<file path="src/rtl/fpu_pkg.sv">
`default_nettype none
// ============================================================================
// Module   : fpu_pkg
// Purpose  : Shared FPU format constants, status codes and feeder FSM states.
// Revision : 1.0 - initial release
// ============================================================================
package fpu_pkg;

    typedef enum logic [3:0] {
        EXACT     = 4'd0,
        OVERFLOW  = 4'd1,
        UNDERFLOW = 4'd2,
        INEXACT   = 4'd3
    } fpu_status_t;

    // 1 sign / 10 exponent / 21 fraction layout of the 32-bit FPU word
    localparam int SIGN_BIT = 31;
    localparam int EXP_MSB  = 30;
    localparam int EXP_LSB  = 21;
    localparam int FRAC_W   = 21;

    typedef enum logic [2:0] {
        IDLE    = 3'd0,
        LOAD    = 3'd1,
        HOLD    = 3'd2,
        CAPTURE = 3'd3,
        OUTPUT  = 3'd4
    } feeder_state_t;

endpackage
`default_nettype wire

</file>
<file path="src/rtl/fpu_operand_fifo.sv">
`default_nettype none
// ============================================================================
// Module   : fpu_operand_fifo
// Purpose  : Synchronous FIFO of {op_a, op_b} pairs with full/empty/count.
// Revision : 1.0 - initial release
// ============================================================================
module fpu_operand_fifo #(
    parameter int DEPTH = 4,
    parameter int WIDTH = 64
) (
    input  logic                   clock_100Khz,
    input  logic                   reset,
    input  logic                   push,
    input  logic                   pop,
    input  logic [WIDTH-1:0]       wr_data,
    output logic [WIDTH-1:0]       rd_data,
    output logic                   full,
    output logic                   empty,
    output logic [$clog2(DEPTH):0] count
);

    localparam int c_ptr_w = $clog2(DEPTH);

    logic [WIDTH-1:0]   r_mem [DEPTH];
    logic [c_ptr_w-1:0] r_wr_ptr;
    logic [c_ptr_w-1:0] r_rd_ptr;
    logic [c_ptr_w:0]   r_count;
    logic               w_do_push;
    logic               w_do_pop;

    assign full      = (r_count == (c_ptr_w+1)'(DEPTH));
    assign empty     = (r_count == '0);
    assign count     = r_count;
    assign rd_data   = r_mem[r_rd_ptr];
    // No pass-through: a push is refused while full even if a pop coincides
    assign w_do_push = push && !full;
    assign w_do_pop  = pop && !empty;

    always_ff @(posedge clock_100Khz) begin
        if (reset) begin
            r_wr_ptr <= '0;
            r_rd_ptr <= '0;
            r_count  <= '0;
        end else begin
            if (w_do_push) r_wr_ptr <= r_wr_ptr + c_ptr_w'(1);
            if (w_do_pop)  r_rd_ptr <= r_rd_ptr + c_ptr_w'(1);
            case ({w_do_push, w_do_pop})
                2'b10:   r_count <= r_count + (c_ptr_w+1)'(1);
                2'b01:   r_count <= r_count - (c_ptr_w+1)'(1);
                default: r_count <= r_count;
            endcase
        end
    end

    always_ff @(posedge clock_100Khz) begin
        if (w_do_push) r_mem[r_wr_ptr] <= wr_data;
    end

endmodule
`default_nettype wire

</file>
<file path="src/rtl/fpu_operand_sequencer.sv">
`default_nettype none
// ============================================================================
// Module   : fpu_operand_sequencer
// Purpose  : Queues operand pairs, holds each on the FPU for a settle window,
//            then captures the FPU result and offers it on valid/ready.
// Revision : 1.0 - initial release
// ============================================================================
module fpu_operand_sequencer
    import fpu_pkg::*;
#(
    parameter int DEPTH       = 4,
    parameter int HOLD_CYCLES = 64,
    parameter int CNT_W       = 7
) (
    input  logic                   clock_100Khz,
    input  logic                   reset,
    input  logic                   in_valid,
    output logic                   in_ready,
    input  logic [31:0]            in_op_a,
    input  logic [31:0]            in_op_b,
    output logic [31:0]            Op_A_out,
    output logic [31:0]            Op_B_out,
    input  logic [31:0]            fpu_data_in,
    input  logic [3:0]             fpu_status_in,
    output logic                   res_valid,
    input  logic                   res_ready,
    output logic [31:0]            res_data,
    output logic [3:0]             res_status,
    output logic                   busy,
    output logic [$clog2(DEPTH):0] fifo_count
);

    localparam logic [CNT_W-1:0] c_hold_last = CNT_W'(HOLD_CYCLES - 1);

    feeder_state_t    r_state;
    feeder_state_t    w_next_state;
    logic [CNT_W-1:0] r_hold_cnt;
    logic [63:0]      w_head;
    logic             w_fifo_full;
    logic             w_fifo_empty;
    logic             w_load;
    logic             w_capture;
    logic             w_accept;

    fpu_operand_fifo #(
        .DEPTH (DEPTH),
        .WIDTH (64)
    ) u_fifo (
        .clock_100Khz (clock_100Khz),
        .reset        (reset),
        .push         (in_valid),
        .pop          (w_load),
        .wr_data      ({in_op_a, in_op_b}),
        .rd_data      (w_head),
        .full         (w_fifo_full),
        .empty        (w_fifo_empty),
        .count        (fifo_count)
    );

    assign in_ready = !w_fifo_full;
    assign busy     = (r_state != IDLE);

    always_ff @(posedge clock_100Khz) begin
        if (reset) r_state <= IDLE;
        else       r_state <= w_next_state;
    end

    always_comb begin
        w_next_state = r_state;
        w_load       = 1'b0;
        w_capture    = 1'b0;
        w_accept     = 1'b0;
        case (r_state)
            IDLE:    if (!w_fifo_empty) w_next_state = LOAD;
            LOAD: begin
                w_load       = 1'b1;
                w_next_state = HOLD;
            end
            HOLD:    if (r_hold_cnt == c_hold_last) w_next_state = CAPTURE;
            CAPTURE: begin
                w_capture    = 1'b1;
                w_next_state = OUTPUT;
            end
            OUTPUT: begin
                if (res_valid && res_ready) begin
                    w_accept     = 1'b1;
                    w_next_state = IDLE;
                end
            end
            default: w_next_state = IDLE;
        endcase
    end

    // Operands persist until the next LOAD so the FPU never sees a glitch
    always_ff @(posedge clock_100Khz) begin
        if (reset) begin
            r_hold_cnt <= '0;
            Op_A_out   <= '0;
            Op_B_out   <= '0;
            res_valid  <= 1'b0;
            res_data   <= '0;
            res_status <= EXACT;
        end else begin
            if (w_load) begin
                Op_A_out   <= w_head[63:32];
                Op_B_out   <= w_head[31:0];
                r_hold_cnt <= '0;
            end else if (r_state == HOLD) begin
                r_hold_cnt <= r_hold_cnt + CNT_W'(1);
            end

            if (w_capture) begin
                res_data   <= fpu_data_in;
                res_status <= fpu_status_in;
                res_valid  <= 1'b1;
            end else if (w_accept) begin
                res_valid  <= 1'b0;
            end
        end
    end

endmodule
`default_nettype wire

</file>
<file path="config.mk">
export PLATFORM = sky130hd
export DESIGN_NAME = fpu_operand_sequencer
export DESIGN_NICKNAME = d
export VERILOG_FILES = /design/src/rtl/fpu_pkg.sv /design/src/rtl/fpu_operand_fifo.sv /design/src/rtl/fpu_operand_sequencer.sv
export SDC_FILE = /design/constraint.sdc
export NUM_CORES = 1
export LEC_CHECK = 0
export BUFFER_PORTS_ARGS = -buffer_cell sky130_fd_sc_hd__buf_4
export CAP_MARGIN = 20
export CORE_UTILIZATION = 30
export CTS_BUF_LIST = sky130_fd_sc_hd__clkbuf_4
export CTS_CLUSTER_SIZE = 40
export DETAILED_ROUTE_END_ITERATION = 10
export SYNTH_ARGS = -nofsm -noshare
export SYNTH_HDL_FRONTEND = slang
export SYNTH_SLANG_ARGS = --single-unit
export TNS_END_PERCENT = 1
</file>
<file path="constraint.sdc">
create_clock -name clock_100Khz -period 4.9 [get_ports clock_100Khz]
set_input_delay 0.245 -clock clock_100Khz [delete_from_list [all_inputs] [get_ports clock_100Khz]]
set_output_delay 0.245 -clock clock_100Khz [all_outputs]
set_load 0.005 [all_outputs]
</file>
Word-level counts from Yosys, hierarchy flattened
Memory sizes are Yosys's and may differ from the RTL's. A register that Yosys moved wholly into a read port is not among the register bits.
Index checks and enable logic that the tools add are counted.
- equality and inequality tests: 11
- reduce and logical (&&, ||, !) cells: 12
- $add $sub $neg: 5
- muxes and demuxes: 13
- operator list (operator ; count):
    case mux 3 bit (5 select lines) ; 1
    two-way mux 3 bit ; 3
    two-way mux 1 bit ; 8
    adder 7 x 1 -> 7 bit (second input constant) ; 1
    == test 7 x 6 -> 1 bit (second input constant) ; 1
    == test 3 x 2 -> 1 bit (second input constant) ; 2
    == test 3 bit (second input constant) ; 2
    zero test 3 bit ; 2
    inequality test 2 bit (second input constant) ; 3
    case mux 3 bit (2 select lines) ; 1
    adder 2 x 1 -> 2 bit (second input constant) ; 2
    nonzero test 2 bit ; 2
    adder 3 x 1 -> 3 bit (second input constant) ; 1
    == test 3 x 1 -> 1 bit (second input constant) ; 1
    logical AND 1 bit ; 3
    AND reduction 3 bit ; 1
    nonzero test 3 bit ; 1
    subtractor 3 x 1 -> 3 bit (second input constant) ; 1
    == test 2 x 1 -> 1 bit (second input constant) ; 1
    == test 2 bit (second input constant) ; 1
    zero test 1 bit ; 2
    OR reduction 2 bit ; 1
- flip-flop bits (word level): 54
- word-level logic and storage cells: 50
- bits in writable memories: 256
- memories: 1
- bits of input ports: 104
- memory list (name ; depth ; bits a word ; rd ports ; clocked after Yosys merged registers in ; write ports ; line ; text):
    u_fifo.r_mem ; 4 ; 64 ; 1 ; 1 ; 1 ; fpu_operand_fifo.sv:24 ; logic [WIDTH-1:0] r_mem [DEPTH];

Longest topological paths before layout
Gate-level depths: netlist of the first run.
- depth in word-level cells: 5
- mapped depth: 9
- gate-level depth less buffers: 8

Modules after synthesis
From an unflattened synthesis of the first run, not the netlist that was laid out.
- cell total of the unflattened synthesis: 896
- area total of the unflattened synthesis: 13790.7 um^2
- modules (own cells, without submodules) (module ; cells each ; area an instance (um^2) ; times used ; sequential area each (um^2)):
    fpu_operand_fifo ; 388 ; 9785.6 ; 1 ; 7867.5
    fpu_operand_sequencer ; 508 ; 4005.1 ; 1 ; 2222.1

Worst setup path after synthesis of the first run
Ideal clock, no wire load.
- kind: register to register
- start point: register u_fifo.r_count[0], in the netlist u_fifo.count[0]
- end point: memory u_fifo.r_mem[0][0], enable pin
- period minus slack after synthesis: 2802 ps
- cell stages (with the launch flop): 4
- library setup time: 429 ps
- arrival time: 2373 ps
- path slack: 2098 ps
- required time: 4471 ps
- buffers on the path: 1
- cell sequence: dfxtp_1 or3b_2 clkbuf_1 and3_1
- word-level cells in the longest chain between the ends: 5
- RTL lines (item ; line ; text):
    from (decl) ; fpu_operand_fifo.sv:27 ; logic [c_ptr_w:0] r_count;
    from (signal assigned) ; fpu_operand_fifo.sv:48 ; 2'b10: r_count <= r_count + (c_ptr_w+1)'(1);
    from (signal assigned) ; fpu_operand_fifo.sv:49 ; 2'b01: r_count <= r_count - (c_ptr_w+1)'(1);
    from (signal assigned) ; fpu_operand_fifo.sv:50 ; default: r_count <= r_count;
    == test 3 bit ; fpu_operand_fifo.sv:31 ; assign full = (r_count == (c_ptr_w+1)'(DEPTH));
    zero test 1 bit ; -- ;
    net in_ready ; fpu_operand_sequencer.sv:18 ; output logic in_ready,
    logical AND 1 bit ; fpu_operand_fifo.sv:36 ; assign w_do_push = push && !full;
    two-way mux 1 bit ; fpu_operand_fifo.sv:56 ; if (w_do_push) r_mem[r_wr_ptr] <= wr_data;
    two-way mux 1 bit (implied by the code) ; fpu_operand_fifo.sv:56 ;
    to (decl) ; fpu_operand_fifo.sv:24 ;
The timed path passes the listed nets, and every way through them passes these cells.

Final worst setup path of the first run
- start point: register r_state[0]
- end point: register u_fifo.r_count[2], in the netlist u_fifo.count[2]
- word-level cells in the longest chain between the ends: 5
- elaborated cells between the ends (all ways): 7
- those cells by class: 3 x eq/ne; 2 x mux; 2 x reduce/logical
- RTL lines (item ; line ; text):
    from (decl) ; fpu_operand_sequencer.sv:35 ; feeder_state_t r_state;
    from (signal assigned) ; fpu_operand_sequencer.sv:65 ; else r_state <= w_next_state;
    == test 3 x 1 -> 1 bit (*) ; fpu_operand_sequencer.sv:73 ; case (r_state)
    two-way mux 1 bit (*) ; fpu_operand_sequencer.sv:73 ;
    logical AND 1 bit (*) ; fpu_operand_fifo.sv:37 ; assign w_do_pop = pop && !empty;
    net u_fifo.w_do_pop ; fpu_operand_fifo.sv:29 ; logic w_do_pop;
    == test 2 x 1 -> 1 bit or == test 2 bit (tied branches) ; fpu_operand_fifo.sv:47 ; case ({w_do_push, w_do_pop})
    case mux 3 bit (2 select lines) or nonzero test 2 bit (tied branches) ; -- ;
Mark *: on every way through the listed nets, which the timed path passes. The rest lies on a longest branch.
A chain may end at the register's enable or synchronous reset.

==> results of run 1 <==
-- cells in the mapped netlist, types with 3 or more instances --
cell type	instances	area share, %
ha_1	6	0.56
or4_1	4	0.22
a21oi_1	51	1.9
edfxtp_1	256	58
a21o_1	4	0.22
mux4_2	64	11
buf_2	14	0.52
o31ai_1	4	0.22
dfxtp_1	118	18
and3_1	4	0.19
o21ai_0	3	0.11
nand2_1	78	2.2
buf_6	6	0.51
nor2_1	5	0.14
nand3_1	3	0.11
or3_1	6	0.28
clkbuf_1	26	0.73
a22o_1	64	4.2
nor3_1	3	0.11
inv_1	9	0.25
nand3b_1	4	0.22
-- worst register-to-register path: cells and delay by family (launching register included) --
| family | cells | cell delay [ns] |
|---|---|---|
| buf+inv | 1 | 0.06 |
| compound gates | 1 | 0.16 |
| simple gates | 3 | 0.97 |
| flops | 1 | 0.56 |
| xor+xnor | 1 | 0.16 |
| fa+ha+maj | 2 | 0.57 |
-- state kept, by name, indices dropped and copies added (netlist names) --
name,count
Op_A_out,32
Op_B_out,32
r_hold_cnt,7
r_state,3
res_data,32
res_status,4
res_valid,1
u_fifo.count,3
u_fifo.r_mem,256
u_fifo.r_rd_ptr,2
u_fifo.r_wr_ptr,2
-- how the worst max path moves through the flow --
stage | startpoint | to | slack [ns] | cells past startpoint
floorplan | u_fifo.count[0]$_SDFFE_PP0P_ | u_fifo.r_mem[0][0]$_DFFE_PP_ | 2.10 | 3
global placement | r_state[0]$_SDFFE_PP0P_ | u_fifo.count[2]$_SDFFE_PP0P_ | 2.41 | 8
detailed placement | r_state[0]$_SDFFE_PP0P_ | u_fifo.count[2]$_SDFFE_PP0P_ | 2.36 | 8
CTS | r_state[0]$_SDFFE_PP0P_ | u_fifo.count[2]$_SDFFE_PP0P_ | 2.34 | 8
global route | r_state[0]$_SDFFE_PP0P_ | u_fifo.count[2]$_SDFFE_PP0P_ | 2.13 | 8
finish | r_state[0]$_SDFFE_PP0P_ | u_fifo.count[2]$_SDFFE_PP0P_ | 2.35 | 8
-- final cells by class --
type / instances / area [um^2]
Multi-Input combinational cell: 322 / 3060
Tap cell: 585 / 732
Antenna cell: 5 / 12.5
Sequential cell: 374 / 10100
Timing Repair Buffer: 357 / 3040
Inverter: 9 / 33.8
Fill cell: 3919 / 25200
Clock inverter: 22 / 148
Clock buffer: 159 / 1190
-- stage by stage --
step	area, um^2	setup slack, ns
6_report	18300	2.35
5_1_grt	18300	2.13
4_1_cts	18300	2.34
3_5_place_dp	15500	2.36
3_3_place_gp	15500	2.41
2_1_floorplan	13400	2.10
-- power by group through the flow --
| stage | Clock [mW] | Sequential, mW | Combinational, mW |
|---|---|---|---|
| after detailed placement | 0 | 3.97 | 1.13 |
| after global routing | 3.11 | 3.94 | 1.32 |
| after floorplan | 0 | 3.89 | 0.660 |
| final | 2.83 | 3.90 | 1.20 |
| after CTS | 2.94 | 3.91 | 1.22 |
| after global placement | 0 | 3.96 | 1.12 |
-- metal layers --
metal	global-route usage [%]	routed length, um	vias to the layer above
li1	-	-	3851
met1	16.9	13100	4191
met2	22.2	15200	259
met3	5.07	2340	60
met4	6.05	590	2
met5	0	13	-
-- cell families after synthesis --
family | count (synthesis)
flops | 374
compound gates | 129
simple gates | 118
mux | 64
buf+inv | 57
fa+ha+maj | 7
xor+xnor | 4
-- timing repair --
| action | in CTS | in global routing |
|---|---|---|
| hold buffers | 140 | 0 |
| setup buffers | 0 | 0 |
| endpoints found under the hold margin | 305 | 0 |
==> results.yml, run 1 <==
status:
  status: "finished, final reports clean"
setup_path:
  cpMaxStageDelayCell: "dfxtp_1"
  worst-path-buf-inv: 1
  r2r_start: "r_state[0]$_SDFFE_PP0P_"
  cp.required_ns: 5.65
  r2r-end: "u_fifo.count[2]$_SDFFE_PP0P_"
  start_kind: "flop"
  r2r_slack_ns: 2.35
  cp_top_family: "simple AND/OR/NAND/NOR gates"
  crit_type: "reg -> reg"
  path_max_fanout: 13
  max_stage_delay_ns: 0.56
  cp.arrival_ns: 3.30
  r2r_cells: 8
  worst_setup_path_end_kind: "flop"
  crit_chain: "or3b_1 > nor2_1 > ha_1 > inv_1 > fa_1 > xor2_1 > or3_1 > a21oi_1"
power:
  p_sw_share_pct: 25.1
  power_mw: 7.93
  power_switching_mw: 1.99
  power.density_nw_per_um2: 434
  power.internal_mw: 5.94
  p_seq_share_pct: 49.2
  clkPwrFrac_pct: 35.7
  pwr-share-comb_pct: 15.1
  p_leak_nw: 6.73
  ir_drop_mv: 0.265
flow_run:
  cap_violations: 0
timing:
  fin_skew_ns: 0.0698
  period_needed_ns: 2.55
  finalHoldViolCount: 0
  period_share_pct: 52.0
  fin_setup_tns_ns: 0
  whs_ns: 0.167
  setup_viol: 0
  timing.fmax_mhz: 393
  tightest_slew_ns: 1.10
  rsz0062_at_grt: "false"
  finalMaxSlewViolations: 0
  slew_headroom_pct: 27.0
synthesis:
  synth_compound_area_share_pct: 6.84
  synthDistinctLibCells: 39
  synth_xor_xnor_area_share_pct: 0.262
  avgSynthCellArea_um2: 17.7
  synthAdderAreaFrac_pct: 0.712
  netlist_area_um2: 13400
  synth.mux.area_fraction_pct: 10.8
  synth-simple-area-share_pct: 4.10
  ys_seq_elements: 374
  synth_edf_count: 256
  synth_top_family_by_area: "multiplexers"
  synth_cells: 753
  ys_seq_area_share_pct: 75.2
  synth_nets: 864
  async_reset_ff_share_pct: 0
  ys.flop_type: "edfxtp_1"
  yosys_warnings: 0
cells_and_area:
  drive_above_1_share_pct: 36.8
  fin_nets: 1273
  final_cell_count_no_fill: 1833
  area_delta_synth_final_pct: 36.8
  utilization_pct: 42.1
  final_cell_mix: "256 x edfxtp_1, 216 x buf_4, 159 x clkbuf_4"
  final_common_cell: "edfxtp_1"
grt:
  grt_max_degree: 67
  grt_pass1_vias: 8729
  overflow: 0
  antenna_found_initial: 4
  grt.total_usage_pct: 13.9
  grt_pass1_wl_mm: 47.6
clock_network:
  post_cts_resized: 0
  h-tree-depth: 3
  clock_path_buffers: 3
  tritoncts: "yes"
  clkTransAtPathRegs_ns: 0.07
  cts_buffers: 98
  clock_latency_ns: 0.82
  clock-sinks: 374
  cts-root-buf: "clkbuf_4"
detailed_routing:
  drc: 0
  routed_wl_mm: 31.3
  routed-via-count: 8363
  vias_per_cell: 4.56
  postRouteAntennaNets: 0
  routedWlPerCell_um: 17.1
  dr.pass1.iters: 6
  first_iter_violations: 471
floorplan:
  core-area_um2: 43500
  ios: 210
  die_w_um: 213
  initial_core_util_pct: 30.7
  die_area_um2: 45400
  num_rows: 76
  die_y_um: 213
placed_design:
  gp_congestion: 0.710
  dp_cells: 1507
  io_buffers: 209
  hpwl_mm: 16.9
hold_path:
  min_from: "in_op_a[2]"
  whs_path_depth: 2
  min_to: "u_fifo.r_mem[1][34]$_DFFE_PP_"
  hp-class: "in -> reg"
(Power assumes the default switching activity.)
==> run 2: changes to the inputs <==
==> constraint.sdc (replaced) <==
create_clock -name clock_100Khz -period 2.6 [get_ports clock_100Khz]
set_input_delay 0.13 -clock clock_100Khz [delete_from_list [all_inputs] [get_ports clock_100Khz]]
set_output_delay 0.13 -clock clock_100Khz [all_outputs]
set_load 0.005 [all_outputs]
==> results.yml, run 2 (synthesized netlist as in run 1, its figures left out) <==
timing:
  tightest_slew_ns: 0.913
  setup_viol: 0
  finalMaxSlewViolations: 0
  slew_headroom_pct: 39.1
  period_needed_ns: 2.30
  period_share_pct: 88.6
  fin_setup_tns_ns: 0
  whs_ns: 0.108
  finalHoldViolCount: 0
  timing.fmax_mhz: 434
  worst_slack_ns: 0.298
  rsz0062_at_grt: "false"
  fin_skew_ns: 0.0717
placed_design:
  placed_area_um2: 15700
  gp_congestion: 0.680
  hpwl_mm: 17.0
  post-place-ws_ns: 0.328
  io_buffers: 209
  dp_cells: 1520
clock_network:
  clock_latency_ns: 0.84
  cts_buffers: 98
  cts-root-buf: "clkbuf_4"
  post_cts_resized: 0
  clock-sinks: 374
  h-tree-depth: 3
  clock_path_buffers: 3
  tritoncts: "yes"
  postCtsSetupRepairBufs: 0
  clkTransAtPathRegs_ns: 0.06
hold_path:
  whs_path_depth: 2
  hp-class: "in -> reg"
  min_from: "in_op_b[4]"
  min_to: "u_fifo.r_mem[2][4]$_DFFE_PP_"
cells_and_area:
  final_cell_count_no_fill: 1937
  finalInstanceArea_um2: 19400
  area_delta_synth_final_pct: 44.9
  final_common_cell: "edfxtp_1"
  regMostFlops: "u_fifo.r_mem"
  drive_above_1_share_pct: 34.5
  final_cell_mix: "256 x edfxtp_1, 230 x dlygate4sd3_1, 223 x buf_4"
  fin_nets: 1376
  largest_register_ffs: 256
  utilization_pct: 44.6
grt:
  grt_pass1_vias: 9356
  grt.total_usage_pct: 14.3
  overflow: 0
  grt_max_degree: 65
  antenna_found_initial: 3
  grt_pass1_wl_mm: 49.0
floorplan:
  die_w_um: 213
  num_rows: 76
  ios: 210
  die_y_um: 213
  die_area_um2: 45400
  initial_core_util_pct: 30.7
  core-area_um2: 43500
status:
  status: "finished, final reports clean"
detailed_routing:
  drc: 0
  postRouteAntennaNets: 0
  dr.pass1.iters: 4
  vias_per_cell: 4.48
  first_iter_violations: 360
  routed_wl_mm: 32.1
  routed-via-count: 8681
  routedWlPerCell_um: 16.6
setup_path:
  worst_setup_path_end_kind: "flop"
  r2r_cells: 8
  max_stage_delay_ns: 0.48
  crit_type: "reg -> reg"
  cp.depth: 8
  cp.arrival_ns: 3.01
  r2r_slack_ns: 0.30
  crit_chain: "or3b_2 > nand2_1 > ha_1 > inv_1 > fa_1 > xor2_1 > or3_1 > a21oi_1"
  path_max_fanout: 5
  cp.required_ns: 3.31
  r2r_start: "u_fifo.count[2]$_SDFFE_PP0P_"
  worst-path-buf-inv: 1
  cpMaxStageDelayCell: "or3b_2"
  start_kind: "flop"
  cp_top_family: "simple AND/OR/NAND/NOR gates"
  r2r-end: "u_fifo.count[2]$_SDFFE_PP0P_"
flow_run:
  cap_violations: 0
power:
  ir_drop_mv: 0.426
  power_mw: 15.2
  power.density_nw_per_um2: 783
  p_leak_nw: 7.18
run 2: worst max path at each step:
stage	start	to	slack (ns)
3_3_place_gp	u_fifo.count[2]$_SDFFE_PP0P_	u_fifo.count[2]$_SDFFE_PP0P_	0.43
5_1_grt	u_fifo.count[2]$_SDFFE_PP0P_	u_fifo.count[2]$_SDFFE_PP0P_	0.18
4_1_cts	u_fifo.count[2]$_SDFFE_PP0P_	u_fifo.count[2]$_SDFFE_PP0P_	0.30
3_5_place_dp	u_fifo.count[2]$_SDFFE_PP0P_	u_fifo.count[2]$_SDFFE_PP0P_	0.33
6_report	u_fifo.count[2]$_SDFFE_PP0P_	u_fifo.count[2]$_SDFFE_PP0P_	0.30
2_1_floorplan	u_fifo.count[0]$_SDFFE_PP0P_	u_fifo.r_mem[1][0]$_DFFE_PP_	-0.20
run 2: repair_timing:
| action | in CTS | in global routing |
|---|---|---|
| endpoints found under the hold margin | 440 | 0 |
| hold buffers | 230 | 0 |
| endpoints found under the setup margin | 0 | 0 |
run 2: worst register-to-register path: stages, from the launching register on:
cell,delay (ns)
dfxtp_1,0.39
or3b_2,0.48
nand2_1,0.09
ha_1,0.19
inv_1,0.06
fa_1,0.38
xor2_1,0.17
or3_1,0.32
a21oi_1,0.15
run 2: cell type report:
class / count / area, um^2
diodes: 7 / 17.5
repair buffers: 460 / 4120
clock buffers: 155 / 1160
multi-input cells: 322 / 3060
clock inverters: 25 / 183
inverters: 9 / 33.8
fillers: 3908 / 24100
flip-flops and latches: 374 / 10100
well taps: 585 / 732
run 2: report_power, final:
group	total, mW	leakage (nW)	switching (mW)	internal [mW]
Clock	5.36	0.798	2.37	2.99
Sequential	7.22	3.31	0.267	6.95
Combinational	2.58	3.08	1.14	1.44
Total	15.2	7.18	3.77	11.4
run 2: routing by layer:
layer | vias to the layer above | global-route usage, % | wire length (um)
li1 | 4062 | - | -
met1 | 4322 | 16.2 | 13100
met2 | 240 | 24.2 | 16100
met3 | 57 | 5.50 | 2140
met4 | 0 | 5.56 | 688
met5 | - | 0 | 0
